==> config.mk <==
export PLATFORM = sky130hd
export DESIGN_NAME = csr_trap_ctrl
export DESIGN_NICKNAME = d
export VERILOG_FILES = /design/src/rtl/csr_trap_ctrl.sv
export SDC_FILE = /design/constraint.sdc
export NUM_CORES = 1
export LEC_CHECK = 0
export CAP_MARGIN = 10
export CORE_AREA = 3 3 149 151
export DETAILED_ROUTE_END_ITERATION = 8
export DIE_AREA = 0 0 152 154
export MAX_ROUTING_LAYER = met4
export PLACE_DENSITY = 0.68
export SLEW_MARGIN = 15
export SYNTH_ARGS = -nofsm -noshare
export SYNTH_HDL_FRONTEND = slang
export SYNTH_SLANG_ARGS = --single-unit
==> constraint.sdc <==
create_clock -name clk_i -period 2 [get_ports clk_i]
set_input_delay 0.4 -clock clk_i [delete_from_list [all_inputs] [get_ports clk_i]]
set_output_delay 0.4 -clock clk_i [all_outputs]
set_load 0.02 [all_outputs]
==> src/rtl/csr_trap_ctrl.sv <==
// Trap/MRET sequencer: serialises mepc/mcause/mtval/mstatus writes into the CSR file, then redirects fetch.
// Interrupt acceptance is built only when CSR_TRAP_IRQ_EN is defined.
module csr_trap_ctrl #(
    parameter int unsigned CSR_ADDR_WIDTH = 12,
    parameter int unsigned DATA_WIDTH     = 32,
    parameter bit          WRITE_ENABLE   = 1'b1,
    parameter bit          VECTORED       = 1'b1
) (
    input  logic                      clk_i,
    input  logic                      rst_i,
    input  logic                      wb_we_i,
    input  logic [CSR_ADDR_WIDTH-1:0] wb_waddr_i,
    input  logic [DATA_WIDTH-1:0]     wb_wdata_i,
    output logic                      wb_ready_o,
    input  logic                      exc_valid_i,
    input  logic [31:0]               exc_cause_i,
    input  logic [31:0]               exc_pc_i,
    input  logic [31:0]               exc_tval_i,
    input  logic                      mret_i,
    input  logic [31:0]               int_pc_i,
    input  logic                      meip_i,
    input  logic                      mtip_i,
    input  logic [31:0]               mstatus_i,
    input  logic [31:0]               mie_i,
    input  logic [31:0]               mtvec_i,
    input  logic [31:0]               mepc_i,
    output logic                      csr_we_o,
    output logic [CSR_ADDR_WIDTH-1:0] csr_waddr_o,
    output logic [DATA_WIDTH-1:0]     csr_wdata_o,
    output logic                      redirect_valid_o,
    output logic [31:0]               redirect_pc_o,
    output logic                      busy_o
);

    localparam logic [2:0] IDLE      = 3'd0;
    localparam logic [2:0] W_MEPC    = 3'd1;
    localparam logic [2:0] W_MCAUSE  = 3'd2;
    localparam logic [2:0] W_MTVAL   = 3'd3;
    localparam logic [2:0] W_MSTATUS = 3'd4;
    localparam logic [2:0] M_STATUS  = 3'd5;
    localparam logic [2:0] REDIRECT  = 3'd6;

    localparam logic [11:0] ADDR_MSTATUS = 12'h300;
    localparam logic [11:0] ADDR_MEPC    = 12'h341;
    localparam logic [11:0] ADDR_MCAUSE  = 12'h342;
    localparam logic [11:0] ADDR_MTVAL   = 12'h343;

    logic [2:0]  state_q, state_d;
    logic [31:0] cause_q, pc_q, tval_q;
    logic        irq_q, mret_q;

    logic        irq_take;
    logic [31:0] irq_cause;

`ifdef CSR_TRAP_IRQ_EN
    logic irq_ext, irq_tim;
    assign irq_ext   = meip_i & mie_i[11];
    assign irq_tim   = mtip_i & mie_i[7];
    assign irq_take  = mstatus_i[3] & (irq_ext | irq_tim);
    assign irq_cause = irq_ext ? 32'h8000_000B : 32'h8000_0007;
`else
    logic unused_irq;
    assign unused_irq = ^{meip_i, mtip_i, mie_i};
    assign irq_take   = 1'b0;
    assign irq_cause  = '0;
`endif

    logic exc_acc, mret_acc, irq_acc;
    assign exc_acc  = exc_valid_i;
    assign mret_acc = mret_i & ~exc_valid_i;
    assign irq_acc  = irq_take & ~exc_valid_i & ~mret_i;

    logic [31:0] trap_mstatus, mret_mstatus, trap_target;

    always_comb begin
        trap_mstatus        = mstatus_i;
        trap_mstatus[7]     = mstatus_i[3];
        trap_mstatus[3]     = 1'b0;
        trap_mstatus[12:11] = 2'b11;
        mret_mstatus        = mstatus_i;
        mret_mstatus[3]     = mstatus_i[7];
        mret_mstatus[7]     = 1'b1;
        mret_mstatus[12:11] = 2'b11;
        trap_target         = {mtvec_i[31:2], 2'b00};
        if (VECTORED && irq_q && (mtvec_i[1:0] == 2'b01))
            trap_target = trap_target + {cause_q[29:0], 2'b00};
    end

    logic                      we;
    logic [CSR_ADDR_WIDTH-1:0] waddr;
    logic [DATA_WIDTH-1:0]     wdata;
    logic                      redir;
    logic [31:0]               redir_pc;
    logic                      ready;

    always_comb begin
        state_d  = state_q;
        we       = 1'b0;
        waddr    = '0;
        wdata    = '0;
        redir    = 1'b0;
        redir_pc = '0;
        ready    = 1'b0;
        case (state_q)
            IDLE: begin
                if (exc_acc || irq_acc) state_d = W_MEPC;
                else if (mret_acc)      state_d = M_STATUS;
                else begin
                    ready = 1'b1;
                    we    = wb_we_i;
                    waddr = wb_waddr_i;
                    wdata = wb_wdata_i;
                end
            end
            W_MEPC: begin
                state_d = W_MCAUSE;
                we      = 1'b1;
                waddr   = CSR_ADDR_WIDTH'(ADDR_MEPC);
                wdata   = DATA_WIDTH'(pc_q);
            end
            W_MCAUSE: begin
                state_d = W_MTVAL;
                we      = 1'b1;
                waddr   = CSR_ADDR_WIDTH'(ADDR_MCAUSE);
                wdata   = DATA_WIDTH'(cause_q);
            end
            W_MTVAL: begin
                state_d = W_MSTATUS;
                we      = 1'b1;
                waddr   = CSR_ADDR_WIDTH'(ADDR_MTVAL);
                wdata   = DATA_WIDTH'(tval_q);
            end
            W_MSTATUS: begin
                state_d = REDIRECT;
                we      = 1'b1;
                waddr   = CSR_ADDR_WIDTH'(ADDR_MSTATUS);
                wdata   = DATA_WIDTH'(trap_mstatus);
            end
            M_STATUS: begin
                state_d = REDIRECT;
                we      = 1'b1;
                waddr   = CSR_ADDR_WIDTH'(ADDR_MSTATUS);
                wdata   = DATA_WIDTH'(mret_mstatus);
            end
            REDIRECT: begin
                state_d  = IDLE;
                redir    = 1'b1;
                redir_pc = mret_q ? pc_q : trap_target;
            end
            default: state_d = IDLE;
        endcase
        // Reset masks outputs in the same cycle so an aborted sequence emits nothing further.
        if (rst_i || !we) begin
            waddr = '0;
            wdata = '0;
        end
        if (rst_i) begin
            we       = 1'b0;
            redir    = 1'b0;
            redir_pc = '0;
            ready    = 1'b0;
        end
    end

    always_ff @(posedge clk_i) begin
        if (rst_i) begin
            state_q <= IDLE;
            cause_q <= '0;
            pc_q    <= '0;
            tval_q  <= '0;
            irq_q   <= 1'b0;
            mret_q  <= 1'b0;
        end else begin
            state_q <= state_d;
            if (state_q == IDLE) begin
                if (exc_acc) begin
                    cause_q <= exc_cause_i;
                    pc_q    <= exc_pc_i;
                    tval_q  <= exc_tval_i;
                    irq_q   <= 1'b0;
                    mret_q  <= 1'b0;
                end else if (mret_acc) begin
                    pc_q   <= mepc_i;
                    irq_q  <= 1'b0;
                    mret_q <= 1'b1;
                end else if (irq_acc) begin
                    cause_q <= irq_cause;
                    pc_q    <= int_pc_i;
                    tval_q  <= '0;
                    irq_q   <= 1'b1;
                    mret_q  <= 1'b0;
                end
            end
        end
    end

    assign csr_we_o         = we ? WRITE_ENABLE : ~WRITE_ENABLE;
    assign csr_waddr_o      = waddr;
    assign csr_wdata_o      = wdata;
    assign redirect_valid_o = redir;
    assign redirect_pc_o    = redir_pc;
    assign wb_ready_o       = ready;
    assign busy_o           = (state_q != IDLE) && !rst_i;

endmodule

==> impl_metrics.yaml, run 1 <==
global_routing:
  grt_pass1_wl_um: 41200
  gr-total-overflow: 0
  grt_max_degree: 65
  antenna_found_initial: 1
  track_usage_pct: 23.3
  grt_pass1_vias: 6566
cts:
  cts.sinks: 100
  clockBufferDepth: 2
  cts_tree: "done"
  cts_root_buffer: "clkbuf_16"
  cts_hold_buf: 0
  path_clk_slew_ps: 70
  clk_latency_ps: 350
  cts-htree-levels: 3
  cts_made_buffers: 9
worst_hold_path:
  worstHoldStart: "cause_q[24]$_SDFFE_PP0P_"
  holdPathStages: 2
  hold_class: "flip-flop to flip-flop"
  hold_end: "cause_q[24]$_SDFFE_PP0P_"
finish:
  fin_cells: 1386
  nNetsFinal: 1413
  nFillCells: 1885
  multiInputGateArea_sq_um: 4120
  final_area_sq_um: 11500
  syn2layout_area_growth_pct: 105
  regArea_sq_um: 2010
  drive_gt1_share_pct: 32.0
  final_core_util_pct: 54.9
yosys:
  ys_ff_latch: 100
  syn-num-nets: 1037
  yosys.cell_types.count: 33
  async_flop_share_pct: 0
  yosysWarnings: 0
  avgSynthCellArea_sq_um: 7.70
  yosysSeqAreaShare_pct: 35.6
  synth_edf_count: 0
  synth_top_flop_cell: "dfxtp_1"
  synthCells: 730
  syn_area_sq_um: 5620
sta:
  finalWorstSetupSlack_ps: -431
  slew_headroom_pct: 58.4
  fin_setup_tns_ps: -24330
  grt_setup_unrepaired: "true"
  clock-skew-final_ps: 5.12
  max_freq_mhz: 411
  hold_ws_ps: 454
  fin_crit_ps: 2430
  finalSetupViolCount: 80
  worstMarginPinSlew_ps: 624
  slew_viol_final: 0
  min_period_over_period_pct: 122
  hold_viol_final: 0
power:
  p_total_mw: 8.13
  sw_frac_of_total_pct: 35.5
  p_seq_share_pct: 30.8
  clkPwrFrac_pct: 21.8
  vdd_drop_max_mv: 0.463
  combPwrFrac_pct: 47.3
  p_leak_nw: 4.30
  internal_power_mw: 5.24
  p_switching_mw: 2.89
  p_per_area_nw_per_um2: 707
route:
  wl_per_cell_um: 20.8
  viasPerCell: 4.85
  drt-initial-drc-count: 392
  postRouteAntennaNets: 0
  drt-pass1-iter-count: 4
  vias: 6718
  drc: 0
  drt_wl_total_um: 28800
critical_path:
  cp_max_fo: 7
  r2r_cells: 9
  start_kind: "flip-flop"
  rr_startpoint: "state_q[2]$_SDFFE_PP0P_"
  crit_path_end_kind: "output pin"
  r2r_end: "tval_q[25]$_SDFFE_PP0P_"
  worstPathRequired_ps: 1600
  criticalPathCategory: "flip-flop to output pin"
  crit_arrival_ps: 2030
  r2r_slack_ps: 200
placement:
  placed_cells: 1312
  io_buffers: 316
  post-place-ws_ps: -1050
  hpwl_um: 19900
  routabilityCongestion: 0.969
  dpl_cell_area_sq_um: 9470
status:
  violations: "negative setup slack"
  status: "complete, but fails checks"
die:
  io_pins: 387
  die_area_sq_um: 23400
  die_w_um: 152
  start_util_pct: 26.8
  coreArea_sq_um: 21000
  fp.dieH_um: 154
  num_rows: 53
job:
  max_cap_violations: 0
[synthesized netlist by cell type (all sizes together) (2+ instances only)]
cell / number / area share, %
buf: 44 / 5.0
a221oi: 28 / 4.4
a222oi: 2 / 0.36
clkbuf: 25 / 1.7
mux2: 5 / 1.0
nor3: 7 / 0.80
a211oi: 33 / 4.4
and2: 2 / 0.22
mux2i: 89 / 16
nor2: 97 / 6.5
nand2: 160 / 11
nor2b: 8 / 0.89
a31oi: 3 / 0.33
and3: 9 / 1.0
nand3b: 2 / 0.27
dfxtp: 100 / 36
inv: 3 / 0.20
a21oi: 101 / 9.0
a21o: 2 / 0.27
o21ai: 2 / 0.18
[final cells by class]
class	instances	area share, %
Tap cell	275	2.99
Timing Repair Buffer	434	40.8
Clock buffer	9	1.96
Sequential cell	100	17.5
Inverter	3	0.272
Multi-Input combinational cell	558	35.9
Clock inverter	6	0.599
Antenna cell	1	0.0218
[kinds of logic (layout without fill, tap and decap cells)]
group	count (synthesis)	count (layout)	share of synthesized area, %
compound gates	173	173	19.2
buf+inv	72	452	6.90
flops	100	100	35.6
mux	94	94	16.9
other cells	0	1	0
simple gates	291	291	21.4
[critical path, stage by stage (launching register included)]
cell and delay (ps):
dfxtp_4 360, buf_6 110, buf_6 110, nor3_4 220, a21o_1 200, a21o_4 220, buf_12 150, buf_12 110
a21oi_2 30, buf_4 160
[layout by cell type, fill, tap and decap left out, types with 3 or more instances in the layout]
master           netlist  final
buf_6                  7     93
nor3_1                 5      3
a221oi_1              28      3
buf_4                  9     70
buf_12                 0     22
nor2_1                97     60
a21oi_2                0     22
inv_6                  0      3
nor2_4                 0     31
mux2i_1               89     79
clkbuf_16              0     11
a21oi_4                0      8
a221oi_2               0     17
mux2i_4                0      5
nor3_4                 0      4
mux2_2                 5      4
clkdlybuf4s50_1        0    232
dfxtp_1              100     96
a211oi_1              33     32
nand2_1              160    157
a21oi_1              101     71
mux2i_2                0      5
a221oi_4               0      8
buf_16                 0      8
and3_4                 0      9
nor2b_1                8      3
nor2_2                 0      6
buf_8                  0      4
nor2b_4                0      3
[power by group through the flow]
stage	Sequential [mW]	Combinational, mW	Clock [mW]
3_3_place_gp	2.53	2.87	0
5_1_grt	2.54	4.08	1.91
3_5_place_dp	2.54	2.90	0
4_1_cts	2.49	3.59	1.83
6_report	2.51	3.85	1.77
2_1_floorplan	2.44	1.59	0
[repair_timing]
action | CTS | global route
endpoints found under the setup margin | 80 | 80
setup buffers | 31 | 17
pin swaps | 32 | 63
resized for setup | 554 | 122
gates cloned | 14 | 2
[per-layer routing]
| layer | global-route usage (%) | routed length [um] |
|---|---|---|
| met2 | 37.3 | 14300 |
| met5 | - | 0 |
| met3 | 4.59 | 1320 |
| met1 | 30.2 | 12700 |
| met4 | 6.55 | 486 |
[how the worst max path moves through the flow]
stage	slack, ps	cells after the start	end	startpoint
floorplan	-120	6	csr_wdata_o[24]	exc_valid_i
global placement	-1040	7	csr_wdata_o[24]	wb_we_i
detailed placement	-1050	7	csr_wdata_o[30]	wb_we_i
CTS	-450	8	csr_wdata_o[10]	state_q[2]$_SDFFE_PP0P_
global route	-490	9	csr_waddr_o[2]	state_q[2]$_SDFFE_PP0P_
finish	-430	9	csr_wdata_o[8]	state_q[2]$_SDFFE_PP0P_
[registers in the layout, summed over array words and instances (netlist names)]
signal,cells
pc_q,32
tval_q,32
state_q,3
cause_q,32
mret_q,1
(Power assumes the default switching activity.)
==> run 2, diff against run 1 <==
Clock period 2 ns to 2.74 ns, I/O delays scaled along.
==> impl_metrics.yaml, run 2 (synthesized netlist as in run 1, its figures left out) <==
critical_path:
  start_kind: "input port"
  criticalPathCategory: "input port to output pin"
  worst_path_largest_cell_delay_ps: 370
  critPathSlowestCell: "or3b_1"
  cp_max_fo: 17
  r2r_end: "tval_q[24]$_SDFFE_PP0P_"
  rr_startpoint: "state_q[0]$_SDFFE_PP0P_"
  worstPathRequired_ps: 2190
  crit_path_end_kind: "output pin"
  r2r_slack_ps: 970
  r2r_cells: 7
  crit_arrival_ps: 2160
  path_cells: "dlygate4sd2_1, or3b_1, a21o_1, a21o_4, buf_12, a21oi_1, clkdlybuf4s15_2"
finish:
  final_core_util_pct: 45.0
  top_regs: "cause_q (32), pc_q (32), tval_q (32)"
  drive_gt1_share_pct: 13.4
  antenna_cells: 0
  nFillCells: 2153
  final_cell_mix: "234 x clkdlybuf4s50_1, 159 x nand2_1, 99 x a21oi_1, 98 x dfxtp_1, 97 x nor2_1"
  final_area_sq_um: 9430
  syn2layout_area_growth_pct: 67.8
  nNetsFinal: 1342
  final_common_cell: "clkdlybuf4s50_1"
cts:
  cts_root_buffer: "clkbuf_16"
  clk_latency_ps: 350
  clockBufferDepth: 2
  cts.sinks: 100
  cts-htree-levels: 3
  path_clk_slew_ps: 70
  cts_tree: "done"
  cts_made_buffers: 9
  cts_hold_buf: 0
sta:
  slew_viol_final: 0
  hold_viol_final: 0
  fin_crit_ps: 2700
  min_period_over_period_pct: 98.7
  hold_ws_ps: 453
  fin_setup_tns_ps: 0
  finalSetupViolCount: 0
  max_freq_mhz: 370
  clock-skew-final_ps: 7.01
  slew_headroom_pct: 60.9
  grt_setup_unrepaired: "true"
  worstMarginPinSlew_ps: 586
route:
  met3_length_um: 1470
  vias: 6369
  wirelength_met1_um: 11200
  drt_wl_total_um: 25100
  met2_length_um: 12000
  postRouteAntennaNets: 0
  drc: 0
  viasPerCell: 4.84
  drt-pass1-iter-count: 4
  drt-initial-drc-count: 369
  top_layer_used: "met4"
  wl_per_cell_um: 19.1
worst_hold_path:
  hold_end: "tval_q[7]$_SDFFE_PP0P_"
  holdPathStages: 2
  hold_class: "flip-flop to flip-flop"
  worstHoldStart: "tval_q[7]$_SDFFE_PP0P_"
die:
  io_pins: 387
  start_util_pct: 26.8
  num_rows: 53
  die_w_um: 152
  coreArea_sq_um: 21000
  die_area_sq_um: 23400
  fp.dieH_um: 154
placement:
  dpl_cell_area_sq_um: 9220
  routabilityCongestion: 0.884
  io_buffers: 316
  hpwl_um: 19100
status:
  status: "completed"
power:
  sw_frac_of_total_pct: 34.9
  internal_power_mw: 3.36
  p_per_area_nw_per_um2: 547
  p_leak_nw: 3.69
  vdd_drop_max_mv: 0.304
  p_total_mw: 5.15
  p_seq_share_pct: 35.4
  p_switching_mw: 1.80
  clkPwrFrac_pct: 25.6
  combPwrFrac_pct: 38.9
global_routing:
  grt_pass1_wl_um: 37800
  track_usage_pct: 21.2
  gr-total-overflow: 0
  grt_max_degree: 66
  antenna_found_initial: 0
  grt_pass1_vias: 6174
job:
  max_cap_violations: 0
## run 2: cell types whose count changed in the layout (fill, tap and decap cells not counted), moves of 10 or more
cell	previous run	this run
buf_2	1	26
nor2_1	60	97
a221oi_1	3	25
clkbuf_2	0	16
buf_4	70	33
buf_6	93	5
buf_12	22	12
a21oi_1	71	99
nor2_4	31	0
dlygate4sd2_1	0	25
a221oi_2	17	3
a21oi_2	22	2
## run 2: what timing repair did
action	4_1_cts	5_1_grt
setup buffers	3	1
gates cloned	1	0
pin swaps	3	2
setup endpoints to repair	78	34
gates resized for setup	174	57
## run 2: power by group through the flow
stage	clock network (mW)	registers (mW)	logic, mW
2_1_floorplan	0	1.78	1.13
3_3_place_gp	0	1.85	1.99
3_5_place_dp	0	1.86	2.01
4_1_cts	1.36	1.82	2.03
5_1_grt	1.43	1.85	2.17
6_report	1.32	1.82	2.01
## run 2: cell type report
class | count | area, sq um | share of cell area [%]
timing repair buffer | 363 | 3460 | 36.7
multi-input combinational | 558 | 3300 | 35.0
sequential | 100 | 2010 | 21.3
tap | 275 | 344 | 3.65
clock buffer | 10 | 229 | 2.43
clock inverter | 6 | 72.6 | 0.770
inverter | 3 | 18.8 | 0.199
## run 2: per-layer routing
| layer | vias up | track usage [%] |
|---|---|---|
| li1 | 3143 | - |
| met1 | 2983 | 27.0 |
| met2 | 216 | 34.1 |
| met3 | 27 | 5.54 |
| met4 | 0 | 4.54 |
| met5 | - | - |
## run 2: worst max path at each step
| stage | startpoint | endpoint | slack (ps) | cells past startpoint |
|---|---|---|---|---|
| after CTS | mret_i | csr_wdata_o[24] | 1 | 7 |
| after floorplan | exc_valid_i | csr_wdata_o[14] | 280 | 6 |
| after detailed placement | wb_we_i | csr_wdata_o[21] | -690 | 7 |
| after global placement | wb_we_i | csr_wdata_o[21] | -690 | 7 |
| final | mret_i | csr_wdata_o[0] | 40 | 7 |
| after global routing | state_q[0]$_SDFFE_PP0P_ | csr_wdata_o[20] | -30 | 7 |
## run 2: critical path: cells and delay by family
family,cells,cell delay [ps]
buffers and inverters,3,700
AO/OA/AOI/OAI,3,540
AND/OR/NAND/NOR,1,370
## run 2: metrics by stage
| stage | worst slack (ps) | std cells |
|---|---|---|
| floorplan | 283 | 730 |
| global placement | -686 | 1294 |
| detailed placement | -687 | 1294 |
| CTS | 1.11 | 1314 |
| global route | -28.5 | 1315 |
| finish | 36.1 | 1315 |
